$ cat config.mk
export PLATFORM = sky130hd
export DESIGN_NAME = mem_port_arbiter
export DESIGN_NICKNAME = d
export VERILOG_FILES = /design/src/rtl/mem_port_arbiter.sv
export SDC_FILE = /design/constraint.sdc
export NUM_CORES = 1
export LEC_CHECK = 0
export ABC_AREA = 1
export BUFFER_PORTS_ARGS = -buffer_cell sky130_fd_sc_hd__buf_2
export CAP_MARGIN = 30
export CORE_AREA = 2 2 208 210
export CTS_CLUSTER_SIZE = 16
export DETAILED_ROUTE_END_ITERATION = 10
export DIE_AREA = 0 0 210 212
export MAX_ROUTING_LAYER = met4
export PLACE_DENSITY = 0.34
export SYNTH_ARGS = -nofsm -noshare
export SYNTH_HDL_FRONTEND = slang
export SYNTH_SLANG_ARGS = --single-unit
$ cat constraint.sdc
create_clock -name CLK -period 0.81 [get_ports CLK]
set_input_delay 0.162 -clock CLK [delete_from_list [all_inputs] [get_ports CLK]]
set_output_delay 0.162 -clock CLK [all_outputs]
set_load 0.1 [all_outputs]
$ cat src/rtl/mem_port_arbiter.sv
// Arbitrates one fixed-latency single-ported memory between fetch and data ports.
// Define ARB_STARVE_GUARD_EN to bound how many consecutive data wins can starve fetch.
module mem_port_arbiter #(
  parameter int unsigned ADDR_W     = 64,
  parameter int unsigned DATA_W     = 64,
  parameter int unsigned MEM_LAT    = 1,
  parameter int unsigned STARVE_MAX = 4
) (
  input  logic                CLK,
  input  logic                RESET,
  input  logic                if_req_valid,
  output logic                if_req_ready,
  input  logic [ADDR_W-1:0]   if_addr,
  output logic                if_resp_valid,
  output logic [DATA_W-1:0]   if_resp_data,
  input  logic                d_req_valid,
  output logic                d_req_ready,
  input  logic                d_wren,
  input  logic [DATA_W/8-1:0] d_mask,
  input  logic [ADDR_W-1:0]   d_addr,
  input  logic [DATA_W-1:0]   d_wdata,
  output logic                d_resp_valid,
  output logic [DATA_W-1:0]   d_resp_data,
  output logic                mem_en,
  output logic                mem_wren,
  output logic [DATA_W/8-1:0] mem_mask,
  output logic [ADDR_W-1:0]   mem_addr,
  output logic [DATA_W-1:0]   mem_wdata,
  input  logic [DATA_W-1:0]   mem_rdata
);

  if (MEM_LAT < 1 || MEM_LAT > 4) begin : g_bad_lat
    $error("MEM_LAT out of range");
  end
  if (STARVE_MAX < 1 || STARVE_MAX > 15) begin : g_bad_starve
    $error("STARVE_MAX out of range");
  end

  logic starve_force;
  logic grant_d, grant_if;

  // Readies are gated by RESET so nothing is accepted while reset is held.
  assign d_req_ready  = RESET & ~starve_force;
  assign if_req_ready = RESET & (~d_req_valid | starve_force);
  assign grant_d      = d_req_valid & d_req_ready;
  assign grant_if     = if_req_valid & if_req_ready & ~grant_d;

  assign mem_en    = grant_d | grant_if;
  assign mem_wren  = grant_d & d_wren;
  assign mem_mask  = grant_if ? '0 : d_mask;
  assign mem_addr  = grant_if ? if_addr : d_addr;
  assign mem_wdata = d_wdata;

`ifdef ARB_STARVE_GUARD_EN
  logic [3:0] starve_cnt_q, starve_cnt_d;

  always_comb begin
    starve_cnt_d = starve_cnt_q;
    if (grant_if || !if_req_valid) begin
      starve_cnt_d = '0;
    end else if (grant_d) begin
      starve_cnt_d = starve_cnt_q + 4'd1;
    end
  end

  always_ff @(posedge CLK or negedge RESET) begin
    if (!RESET) begin
      starve_cnt_q <= '0;
    end else begin
      starve_cnt_q <= starve_cnt_d;
    end
  end

  assign starve_force = (starve_cnt_q == 4'(STARVE_MAX)) & if_req_valid;
`else
  assign starve_force = 1'b0;
`endif

  // Owner bit: 1 = data port, 0 = fetch port.
  logic [MEM_LAT-1:0] tag_vld_q, tag_vld_d;
  logic [MEM_LAT-1:0] tag_own_q, tag_own_d;

  always_comb begin
    tag_vld_d    = tag_vld_q;
    tag_own_d    = tag_own_q;
    tag_vld_d[0] = mem_en;
    tag_own_d[0] = grant_d;
    for (int unsigned i = 1; i < MEM_LAT; i++) begin
      tag_vld_d[i] = tag_vld_q[i-1];
      tag_own_d[i] = tag_own_q[i-1];
    end
  end

  always_ff @(posedge CLK or negedge RESET) begin
    if (!RESET) begin
      tag_vld_q <= '0;
      tag_own_q <= '0;
    end else begin
      tag_vld_q <= tag_vld_d;
      tag_own_q <= tag_own_d;
    end
  end

  assign if_resp_valid = tag_vld_q[MEM_LAT-1] & ~tag_own_q[MEM_LAT-1];
  assign d_resp_valid  = tag_vld_q[MEM_LAT-1] & tag_own_q[MEM_LAT-1];
  assign if_resp_data  = mem_rdata;
  assign d_resp_data   = mem_rdata;

endmodule

Word level (Yosys, flattened, before mapping)
Cells that the tools add are included.
{"block": "totals", "regBits": 2, "input_bits": 269, "out_inout_bits": 270, "word_cells": 15}
{"block": "op_classes", "mux": 2, "n_bitwise": 11}
{"operator": "64-bit 2-to-1 mux", "n": 1}
{"operator": "8-bit 2-to-1 mux", "n": 1}
{"operator": "1-bit bitwise AND", "n": 7}
{"operator": "1-bit inverter", "n": 3}
{"operator": "1-bit OR", "n": 1}

Longest topological paths before layout
{"block": "depth", "word_depth": 5, "ltp_mapped": 5, "ltp_nobuf": 4}

Least setup slack after synthesis
No wires, ideal clock.
{"block": "synth_timing", "path_type": "input to output", "startpoint": "in RESET", "endpoint": "out if_req_ready", "arrival_time_ns": 1.688, "required_time_ns": 0.648, "path_slack_ns": -1.040, "stages": 4, "path_buffers": 2, "path_cell_list": "buf_6 > buf_6 > inv_2 > nor2_1"}
{"block": "synth_via", "elab_chain_cells": 1}
{"element": "start, declared", "line": "10", "source": "input logic RESET,"}
{"element": "1-bit bitwise AND", "line": "44", "source": "assign if_req_ready = RESET & (~d_req_valid | starve_force);"}
{"element": "end, declared", "line": "12", "source": "output logic if_req_ready,"}
Every way passes these cells.

Worst setup path in the final report
{"block": "layout_timing", "startpoint": "in d_req_valid", "endpoint": "out mem_mask[3]"}
{"block": "layout_via", "elab_chain_cells": 5}
{"element": "start, declared", "line": "16", "source": "input logic d_req_valid,"}
{"element": "1-bit inverter", "line": "44"}
{"element": "1-bit bitwise AND", "line": "44"}
{"element": "1-bit bitwise AND", "line": "46", "source": "assign grant_if = if_req_valid & if_req_ready & ~grant_d;"}
{"element": "1-bit bitwise AND *", "line": "46"}
{"element": "8-bit 2-to-1 mux *", "line": "50", "source": "assign mem_mask = grant_if ? '0 : d_mask;"}
{"element": "end, declared", "line": "26", "source": "output logic [DATA_W/8-1:0] mem_mask,"}
Mark *: on every way between the ends. The rest lies on a longest branch, timed or not.

==> metrics.txt <==
ant diodes 0; Setup CP Type input port to output pin; top-count cell post-synth buf_4; DRC viols 0; crit-path max FO 5; placed cell area 5030 µm²; Layout area overhead 121%; main combinational cell family by area after synthesis buffers and inverters; ys flop type dfrtp_1; final wirelength 15900 µm; pwr/cell area 1050 nW/µm²; die area 44500 µm²; fin crit share 1.64; hold_ws 220 ps; P_leak 2.59 nW; I/O pins 539; mean post-synth cell area 6.17 µm²; Synth area leader buf_4; Setup WS post-layout -519 ps; final setup vio count 79; Clock Path Buffers 2; CTS buffer count 3; sequential area share after synthesis 0.0183; Worst setup SP type input port; initial antenna violation count 0; Post-synth EDFFs 0; RSZ-0062 raised after global routing yes; initial cell density of the core 0.0644; post-synthesis xor/xnor area fraction 0; global route overflow 0; Slew HR 0.815; number of max-cap violations 0; # placed instances 1004; Die W 210 µm; Synth Instances 444; Routed wire per std cell 15.5 µm; Worst setup startpoint d_req_valid; worst-margin pin slew 277 ps; vias in the first global route 3314; fin cells 1025; dpl hpwl 10900 µm; top cell type's share of synthesized area 0.551; post-synth cell types 10; Crit path arrival time 1170 ps; setup TNS -33770 ps; H-tree depth 1; Yosys warnings 0; Initial DRC Count 47; clk sink count 2; chip height 212 µm; Via density 2.91; Hold Violations, Final 0; failing checks negative setup slack; adder-cell area share of the yosys netlist 0; list of most frequent post-synthesis cells buf_4, nand2_1, nand4_1; fin util 0.142; status complete, but fails checks; hold crit path type input port to async pin; Synth area leaders buf_4, nand2_1, nand4_1; fin area 6040 µm²; Max Slew Vio Count 0; simple-gate portion of the synthesized area 0.347; first-pass GRT wire length 22100 µm; CTS clk-pin slew, worst paths 30 ps; Core Region 42500 µm²; Peak Freq 752 MHz; antenna viol nets, final 0; site row count 76; PortBufs 218; Async SR Flop Fraction 1.00; multiplexer share of the synthesized area 0; TritonRoute pass-1 iters 4; VDD IR max 0.404 mV; vias 2985; crit path time final 1330 ps; routability cong. 0.654; Post-Syn Area 2740 µm²; TritonCTS clock tree yes; fin nets 750; Tot GR Track Use 0.0701; Seq cells post-synth 2; Worst Path Required 650 ps; pin count of the biggest net entering global routing 33; layout cells sized above 1 0.835; Hold Buf Count CTS 0; root buffer cell clkbuf_16; Synth Area in Compound Gates 0; syn_nets 713; critical path capture point type output pin
[layer usage]
metal  global-route usage  vias to the layer above  wire length [µm]
li1                     -                     1313                 -
met1               0.0630                     1336              4920
met2                0.125                      241              8230
met3               0.0253                       95              1680
met4               0.0467                        0              1090
met5                    -                        -                 0
[sequential cells by signal, indices dropped and copies added, names as in the netlist]
register   flops
tag_vld_q      1
tag_own_q      1
[final timing paths]
kind	endpoint	slack, ps	cells past startpoint
min in group CLK	d_resp_data[2]	320	0
max	mem_mask[3]	-520	9
min	tag_own_q	220	5
max in group asynchronous	tag_vld_q	500	5
[logic make-up after synthesis]
kind of cell           count (synthesis)
flip-flops                             2
AND/OR/NAND/NOR                      207
buffers and inverters                235
[worst max-delay path, cell delays in order]
cell,delay [ps]
buf_12,120
inv_16,60
nand3_4,110
buf_12,180
buf_16,150
buf_6,120
nand2_8,80
inv_16,30
buf_16,150
[metrics by stage]
stage / power [W] / worst slack (ps)
after global routing: 0.00660 / -557
after floorplan: 0.00773 / -548
after CTS: 0.00641 / -529
final: 0.00637 / -519
after detailed placement: 0.00516 / -655
after global placement: 0.00515 / -664
[power by group]
group | internal (W) | total [W] | switching, W
sequential | 0.000107 | 0.000113 | 0.00000570
combinational | 0.00208 | 0.00553 | 0.00345
clock | 0.000627 | 0.000731 | 0.000104
[what timing repair did]
action,4_1_cts,5_1_grt
pin swaps,21,21
endpoints found under the setup margin,79,79
gates cloned,12,0
gates resized for setup,123,21
setup buffers,7,3
[final cells by class]
type	instances	area (µm²)
Tap cell	546	683
Multi-Input combinational cell	207	2030
Fill cell	4803	36500
Clock buffer	3	75.1
Inverter	14	201
Timing Repair Buffer	253	3010
Sequential cell	2	50.0
[placed cells by master (no fill, tap or decap), drive strengths merged]
cell type,count
clkinvlp,1
clkbuf,3
nand2,139
nor2,3
dfrtp,2
nand3,1
inv,13
buf,253
nand4,64
Note: power is estimated with default switching activity, not from simulation.
